`src/rtl/enum_stream_pkg.sv`:
```
// Shared types for the raw-code to typed-enum decoder.
//   color_e        : legal payload values (code 3 has no member)
//   state_e        : input-acceptance FSM states
//   is_legal_color : 1 when a raw 2-bit code names a color_e member
package enum_stream_pkg;

  typedef enum logic [1:0] {
    RED   = 2'd0,
    GREEN = 2'd1,
    BLUE  = 2'd2
  } color_e;

  typedef enum logic {
    RUN  = 1'b0,
    HALT = 1'b1
  } state_e;

  function automatic bit is_legal_color(logic [1:0] code);
    return code inside {RED, GREEN, BLUE};
  endfunction

endpackage

```
`src/rtl/enum_skid_buf.sv`:
```
// Two-entry valid/ready buffer: output register plus one skid entry.
//   push/push_data : write one entry (caller only pushes when !skid_full)
//   skid_full      : skid entry occupied, upstream must stall
//   out_valid/out_ready/out_data : registered downstream stream
module enum_skid_buf
  import enum_stream_pkg::*;
#(
  parameter type T       = color_e,
  parameter T    RST_VAL = RED
) (
  input  logic clk,
  input  logic rst,
  input  logic push,
  input  T     push_data,
  output logic skid_full,
  output logic out_valid,
  input  logic out_ready,
  output T     out_data
);

  T     skid_data;
  logic out_free;

  // Output register can take a new entry this edge.
  assign out_free = !out_valid || out_ready;

  always_ff @(posedge clk or posedge rst) begin
    if (rst) begin
      out_valid <= 1'b0;
      out_data  <= RST_VAL;
      skid_full <= 1'b0;
      skid_data <= RST_VAL;
    end else if (out_free) begin
      if (skid_full) begin
        // Older skid entry goes first; no push possible while skid is full.
        out_valid <= 1'b1;
        out_data  <= skid_data;
        skid_full <= 1'b0;
      end else begin
        out_valid <= push;
        if (push) out_data <= push_data;
      end
    end else if (push) begin
      skid_full <= 1'b1;
      skid_data <= push_data;
    end
  end

endmodule

```
`src/rtl/enum_stream_decoder.sv`:
```
// Validates raw 2-bit codes and forwards only legal ones as color_e.
//   in_valid/in_ready/in_code      : raw code input stream
//   out_valid/out_ready/out_color  : typed, registered output stream
//   err_pulse/last_bad_code        : illegal-code report
//   halted/clr_halt                : halt-on-error control (HALT_ON_ERR)
//   cnt_clr/legal_cnt/illegal_cnt  : saturating event counters
module enum_stream_decoder
  import enum_stream_pkg::*;
#(
  parameter int CNT_W       = 8,
  parameter bit HALT_ON_ERR = 1'b0
) (
  input  logic             clk,
  input  logic             rst,
  input  logic             in_valid,
  output logic             in_ready,
  input  logic [1:0]       in_code,
  output logic             out_valid,
  input  logic             out_ready,
  output color_e           out_color,
  output logic             err_pulse,
  output logic [1:0]       last_bad_code,
  output logic             halted,
  input  logic             clr_halt,
  input  logic             cnt_clr,
  output logic [CNT_W-1:0] legal_cnt,
  output logic [CNT_W-1:0] illegal_cnt
);

  state_e state;
  logic   skid_full;
  logic   accept, legal, good_acc, bad_acc;
  color_e push_color;

  assign in_ready = (state == RUN) && !skid_full && !rst;
  assign accept   = in_valid && in_ready;
  assign legal    = is_legal_color(in_code);
  assign good_acc = accept && legal;
  assign bad_acc  = accept && !legal;
  // Cast only once the code is known to be a member.
  assign push_color = legal ? color_e'(in_code) : RED;

  enum_skid_buf #(.T(color_e), .RST_VAL(RED)) u_buf (
    .clk       (clk),
    .rst       (rst),
    .push      (good_acc),
    .push_data (push_color),
    .skid_full (skid_full),
    .out_valid (out_valid),
    .out_ready (out_ready),
    .out_data  (out_color)
  );

  // Halt FSM; an error accept beats clr_halt because clr_halt is only
  // looked at from HALT.
  always_ff @(posedge clk or posedge rst) begin
    if (rst) begin
      state  <= RUN;
      halted <= 1'b0;
    end else begin
      case (state)
        RUN: if (bad_acc && HALT_ON_ERR) begin
          state  <= HALT;
          halted <= 1'b1;
        end
        HALT: if (clr_halt) begin
          state  <= RUN;
          halted <= 1'b0;
        end
        default: begin
          state  <= RUN;
          halted <= 1'b0;
        end
      endcase
    end
  end

  always_ff @(posedge clk or posedge rst) begin
    if (rst) begin
      err_pulse     <= 1'b0;
      last_bad_code <= 2'd0;
    end else begin
      err_pulse <= bad_acc;
      if (bad_acc) last_bad_code <= in_code;
    end
  end

  // Saturating counters; clear drops a same-cycle event.
  always_ff @(posedge clk or posedge rst) begin
    if (rst) begin
      legal_cnt   <= '0;
      illegal_cnt <= '0;
    end else if (cnt_clr) begin
      legal_cnt   <= '0;
      illegal_cnt <= '0;
    end else begin
      if (good_acc && legal_cnt != {CNT_W{1'b1}})  legal_cnt   <= legal_cnt + 1'b1;
      if (bad_acc && illegal_cnt != {CNT_W{1'b1}}) illegal_cnt <= illegal_cnt + 1'b1;
    end
  end

endmodule

```
`config.mk`:
```
export PLATFORM = sky130hd
export DESIGN_NAME = enum_stream_decoder
export DESIGN_NICKNAME = d
export VERILOG_FILES = /design/src/rtl/enum_stream_pkg.sv /design/src/rtl/enum_skid_buf.sv /design/src/rtl/enum_stream_decoder.sv
export SDC_FILE = /design/constraint.sdc
export NUM_CORES = 1
export LEC_CHECK = 0
export CORE_MARGIN = 8
export CORE_UTILIZATION = 48
export CTS_CLUSTER_DIAMETER = 60
export DETAILED_ROUTE_END_ITERATION = 8
export PLACE_DENSITY = 0.75
export RECOVER_POWER = 100
export SYNTH_ARGS = -nofsm -noshare
export SYNTH_HDL_FRONTEND = slang
export SYNTH_SLANG_ARGS = --single-unit
```
`constraint.sdc`:
```
create_clock -name clk -period 2.2 [get_ports clk]
set_input_delay 0.44 -clock clk [delete_from_list [all_inputs] [get_ports clk]]
set_output_delay 0.44 -clock clk [all_outputs]
set_load 0.02 [all_outputs]
```
=== After elaboration in Yosys (flattened, before gate mapping) ===
Index checks and enable logic that the tools add are counted.

* Register bits after elaboration: 26
* Input port bits: 8
* Output and inout port bits: 24
* Word-level logic and storage cells: 49

* Add/subtract/negate cells: 2
* Equality and inequality tests: 4
* Mux-type cells: 12
* Bitwise operators: 2
* Reductions and logical operators: 20

{| class="wikitable"
|+ Operator list
! operator !! number
|-
| 8-bit 2-to-1 mux || 4
|-
| 8-bit by 1-bit adder with 8-bit output (second input constant) || 2
|-
| 8-bit inequality test (second input constant) || 2
|-
| 2-bit nonzero test || 4
|-
| 1-bit logical AND || 7
|-
| 2-bit 2-to-1 mux || 3
|-
| 1-bit 2-to-1 mux || 5
|-
| 1-bit zero test || 4
|-
| 2-bit AND reduction || 2
|-
| 3-bit nonzero test || 1
|-
| 2-bit by 1-bit == test with 1-bit output (second input constant) || 1
|-
| 2-bit == test (second input constant) || 1
|-
| 2-bit zero test || 1
|-
| 1-bit inverter || 2
|-
| 1-bit logical OR || 1
|}

=== Longest topological paths before layout ===
* Word-level depth: 8
* Gate-level depth with buffers: 6
* Gate-level depth less buffers: 5

=== Hierarchy ===
From an unflattened synthesis, not the netlist that was laid out.

* Cell total of the unflattened synthesis: 133
* Area total of the unflattened synthesis: 1,333.8 sq um

{| class="wikitable"
|+ By module, submodules not included
! module !! instances !! cells each !! area each (sq um)
|-
| enum_stream_decoder || 1 || 109 || 1,062.3
|-
| enum_skid_buf || 1 || 24 || 271.5
|}

=== Least setup slack after synthesis ===
Ideal clock, no wire load.

* Path type: reg-to-reg
* From: register u_buf.skid_full
* To: register legal_cnt[6]
* Library setup time: 0.078 ns
* Arrival: 1.845 ns
* Required time: 2.122 ns
* Slack: 0.277 ns
* Stages on the path, launching flop included: 7
* Path buffers: 1
* Period minus slack after synthesis: 1.923 ns
* Cell sequence: dfrtp_1 or3_4 inv_1 o211ai_1 buf_2 or4_1 a21oi_1

* Cells in the longest elaborated chain, start to end: 7

{| class="wikitable"
|+ RTL lines
! item !! line !! text
|-
| from (decl) || enum_skid_buf.sv:15 || <nowiki>output logic skid_full,</nowiki>
|-
| from (signal assigned) || enum_skid_buf.sv:31 || <nowiki>skid_full <= 1'b0;</nowiki>
|-
| from (signal assigned) || enum_skid_buf.sv:38 || <nowiki>skid_full <= 1'b0;</nowiki>
|-
| from (signal assigned) || enum_skid_buf.sv:44 || <nowiki>skid_full <= 1'b1;</nowiki>
|-
| 1-bit zero test || enum_stream_decoder.sv:35 || <nowiki>assign in_ready = (state == RUN) && !skid_full && !rst;</nowiki>
|-
| 1-bit logical AND (2 in a row) || enum_stream_decoder.sv:35 ||
|-
| named net in_ready || enum_stream_decoder.sv:16 || <nowiki>output logic in_ready,</nowiki>
|-
| 1-bit logical AND || enum_stream_decoder.sv:36 || <nowiki>assign accept = in_valid && in_ready;</nowiki>
|-
| 1-bit logical AND || enum_stream_decoder.sv:38 || <nowiki>assign good_acc = accept && legal;</nowiki>
|-
| 1-bit logical AND || enum_stream_decoder.sv:97 || <nowiki>if (good_acc && legal_cnt != {CNT_W{1'b1}}) legal_cnt <= legal_cnt + 1'b1;</nowiki>
|-
| 2-bit nonzero test (no source line) || -- ||
|-
| to (signal assigned) || enum_stream_decoder.sv:97 ||
|-
| to (decl) || enum_stream_decoder.sv:26 || <nowiki>output logic [CNT_W-1:0] legal_cnt,</nowiki>
|}

The timed path passes the listed nets, and every way through them passes these cells.
A chain may end at the register's enable or synchronous reset.

=== Final worst setup path ===
* From: register u_buf.skid_full
* To: output port in_ready

* Cells in the longest elaborated chain, start to end: 3

{| class="wikitable"
|+ RTL lines
! item !! line
|-
| 1-bit zero test || enum_stream_decoder.sv:35
|-
| 1-bit logical AND (2 in a row) || enum_stream_decoder.sv:35
|-
| to (decl) || enum_stream_decoder.sv:16
|}

No other way between the ends.

==> flow_metrics.py <==
metrics = {
    "critical_path": {
        "crit_type": "flip-flop to output port",
        "arrival_ns": 1.66,
        "cp_slowest_cell": "dfrtp_1",
        "crit_family": "flip-flops",
        "slowest_delay_ns": 0.46,
        "crit_path_start_kind": "flip-flop",
        "path_buf_inv": 2,
        "end_kind": "output port",
        "crit_path_cell_trace": "or3_4 > inv_1 > clkdlybuf4s15_1",
        "cp.required_ns": 1.76,
        "path_max_fanout": 6,
    },
    "synth": {
        "synth_area_leaders": "dfrtp_1, a21oi_1, o31ai_1",
        "mappedNetlistNets": 138,
        "synth-seq-cells": 26,
        "syn_area_mm2": 0.00128,
        "syn_avg_cell_area_um2": 10.0,
        "ys.flop_type": "dfrtp_1",
        "netlist.area_leader.share_pct": 50.6,
        "synth_cell_type_count": 36,
        "synth_edf_count": 0,
        "synth_commonest_cells": "dfrtp_1, a21oi_1, nand2_1, nand3_1, nor2_1",
        "synth_top_cell_by_area": "dfrtp_1",
        "synth_seq_area_share_pct": 50.6,
        "yosysWarnings": 0,
        "synthArstFlopShare_pct": 100,
        "synth_most_common_cell": "dfrtp_1",
        "syn_inst": 128,
    },
    "detailed_routing": {
        "num_vias": 1128,
        "drt_iter0_markers": 83,
        "wirelength_mm": 3.02,
        "drt-pass1-iter-count": 6,
        "wl_per_cell_um": 15.2,
        "drcViolationCount": 0,
        "viasPerCell": 5.67,
        "ant_nets": 0,
    },
    "floorplanning": {
        "die_w_um": 67.7,
        "ioPinCount": 32,
        "rows": 18,
        "coreArea_mm2": 0.00250,
        "start_util_pct": 51.4,
        "die_h_um": 67.7,
        "die_area_mm2": 0.00459,
    },
    "global_route": {
        "grt_max_degree": 15,
        "antenna_found_initial": 0,
        "gr-total-overflow": 0,
        "grt_pass1_wl_mm": 5.24,
        "track_usage_pct": 14.6,
        "grt_pass1_vias": 1159,
    },
    "sta": {
        "fmax_ghz": 0.477,
        "worst_pin_slew_ns": 0.506,
        "fin_crit_sh_pct": 95.4,
        "rsz0062_at_grt": "false",
        "drv_slew": 0,
        "setup_viol": 0,
        "finalCriticalPeriod_ns": 2.10,
        "hold_violations": 0,
        "finalClockSkew_ns": 0.00201,
        "postLayoutSetupSlackWorst_ns": 0.102,
        "maxSlewHeadroom_pct": 66.2,
    },
    "clocking": {
        "cts_tree": "done",
        "clkTransAtPathRegs_ns": 0.14,
        "post_cts_buffers": 0,
        "ctsRootBufferMaster": "clkbuf_4",
        "htreeDepth": 1,
        "worstSkewPairLatency_ns": 0.33,
        "cts_buffers": 3,
        "clock_sinks": 26,
        "cts.path.max_buffers": 2,
    },
    "power": {
        "p_leak_uw": 0.000767,
        "power_density_mw_per_mm2": 510,
        "ir_drop_v": 0.000468,
    },
    "placed_design": {
        "place.gp.congestion": 0.811,
        "dp_hpwl_mm": 2.41,
        "post-place-ws_ns": -0.197,
        "port-buffer-count": 30,
    },
    "cells_and_area": {
        "area_growth_syn_to_layout_pct": 31.5,
        "fillCellCount": 198,
        "finalNetCount": 181,
        "diodes": 0,
        "layout-drive-gt1-share_pct": 8.88,
        "utilization_pct": 67.6,
    },
    "min_path": {
        "worstHoldPathType": "flip-flop to flip-flop",
    },
    "job": {
        "drv_cap": 0,
    },
    "run_status": {
        "status": "complete, no violations",
    },
}
## what timing repair did
action,in CTS,in global routing
resized for setup,1,1
pin swaps,0,0
endpoints found under the setup margin,1,1
hold buffers,0,0
## placed cells by master, fill, tap and decap left out
cell type        netlist  layout
mux2_2                 3       3
a211oi_1               1       1
nand4_1                2       2
clkdlybuf4s15_1        0       1
conb_1                 1       1
nor3_1                 3       3
or3_2                  1       1
clkbuf_1               1       6
or2b_1                 2       2
nand3_1                8       8
clkdlybuf4s50_1        0       5
a21oi_1               12      12
and4_1                 1       1
or4_1                  5       5
nor2b_1                3       3
and4b_1                3       3
o21ai_0                6       6
nor2_1                 7       7
ha_1                   2       2
mux2i_1                2       2
or3_4                  1       1
o211ai_1               1       1
xor2_1                 2       2
nand2_1                8       8
clkbuf_4               0       8
or3_1                  2       2
and3_1                 1       1
a21boi_0               1       1
and2_1                 2       2
buf_4                  1       2
inv_1                  4       4
nand2b_1               5       5
dfrtp_1               26      26
or2_1                  1       1
dlygate4sd3_1          0      24
o31ai_1                6       6
o2111ai_1              1       1
## metal layers
metal  GRT usage (%)  routed length [um]  up-vias
li1                -                   -      549
met3            3.31                 196        2
met1            18.2                1320      544
met2            24.4                1480       33
met4            4.96                  32        0
met5               0                   0        -
## through the flow
stage | cell area (um2) | TNS, ns | total power [uW] | hold slack (ns) | instances
floorplan | 1280 | 0 | 597 | 0.450 | 128
global placement | 1690 | -0.997 | 668 | 0.450 | 196
detailed placement | 1690 | -1.52 | 674 | 0.450 | 196
CTS | 1710 | 0 | 881 | 0.492 | 199
global route | 1690 | 0 | 908 | 0.507 | 199
finish | 1690 | 0 | 862 | 0.482 | 199
## power by group
| group | switching [uW] | total, uW | leakage [uW] | internal (uW) |
|---|---|---|---|---|
| clock network | 146 | 211 | 0.0000138 | 64.5 |
| registers | 14.4 | 515 | 0.000347 | 501 |
| logic | 74.0 | 136 | 0.000407 | 61.8 |
| total | 235 | 862 | 0.000767 | 627 |
## final timing paths
path | start | endpoint | depth (start not counted) | slack (ns)
worst max register to register | u_buf.skid_full$_DFFE_PP0P_ | illegal_cnt[4]$_DFFE_PP0P_ | 5 | 0.13
worst min register to register | last_bad_code[0]$_DFFE_PP0P_ | last_bad_code[0]$_DFFE_PP0P_ | 1 | 0.48
worst min-delay path | last_bad_code[0]$_DFFE_PP0P_ | last_bad_code[0]$_DFFE_PP0P_ | 1 | 0.48
worst max-delay path | u_buf.skid_full$_DFFE_PP0P_ | in_ready | 3 | 0.10
max in group asynchronous | rst | last_bad_code[0]$_DFFE_PP0P_ | 4 | 0.95
min in group asynchronous | rst | illegal_cnt[3]$_DFFE_PP0P_ | 3 | 0.51
## flip-flops by register name (all words and copies together) (netlist names)
signal           count
illegal_cnt          8
legal_cnt            8
last_bad_code        2
u_buf.out_data       2
u_buf.skid_data      2
err_pulse            1
state                1
u_buf.out_valid      1
u_buf.skid_full      1
## cells by family (layout without fill, tap and decap cells)
group,Yosys count,in the layout,synth area share [%]
buffers and inverters,9,50,3.60
other,1,1,0.292
muxes,5,5,4.19
adders and majority gates,2,2,1.95
xor gates and xnor gates,2,2,1.36
DFF,26,26,50.6
and+or+nand+nor,55,55,25.0
AOI/OAI and AO/OA,28,28,13.0
## layout make-up
class / instances / area (um2) / share of cell area (%)
inverter: 4 / 15.0 / 0.889
sequential: 26 / 651 / 38.5
tap: 30 / 37.5 / 2.22
clock buffer: 3 / 22.5 / 1.33
multi-input combinational: 93 / 588 / 34.8
timing repair buffer: 43 / 375 / 22.2
Note: power is estimated with default switching activity, not from simulation.
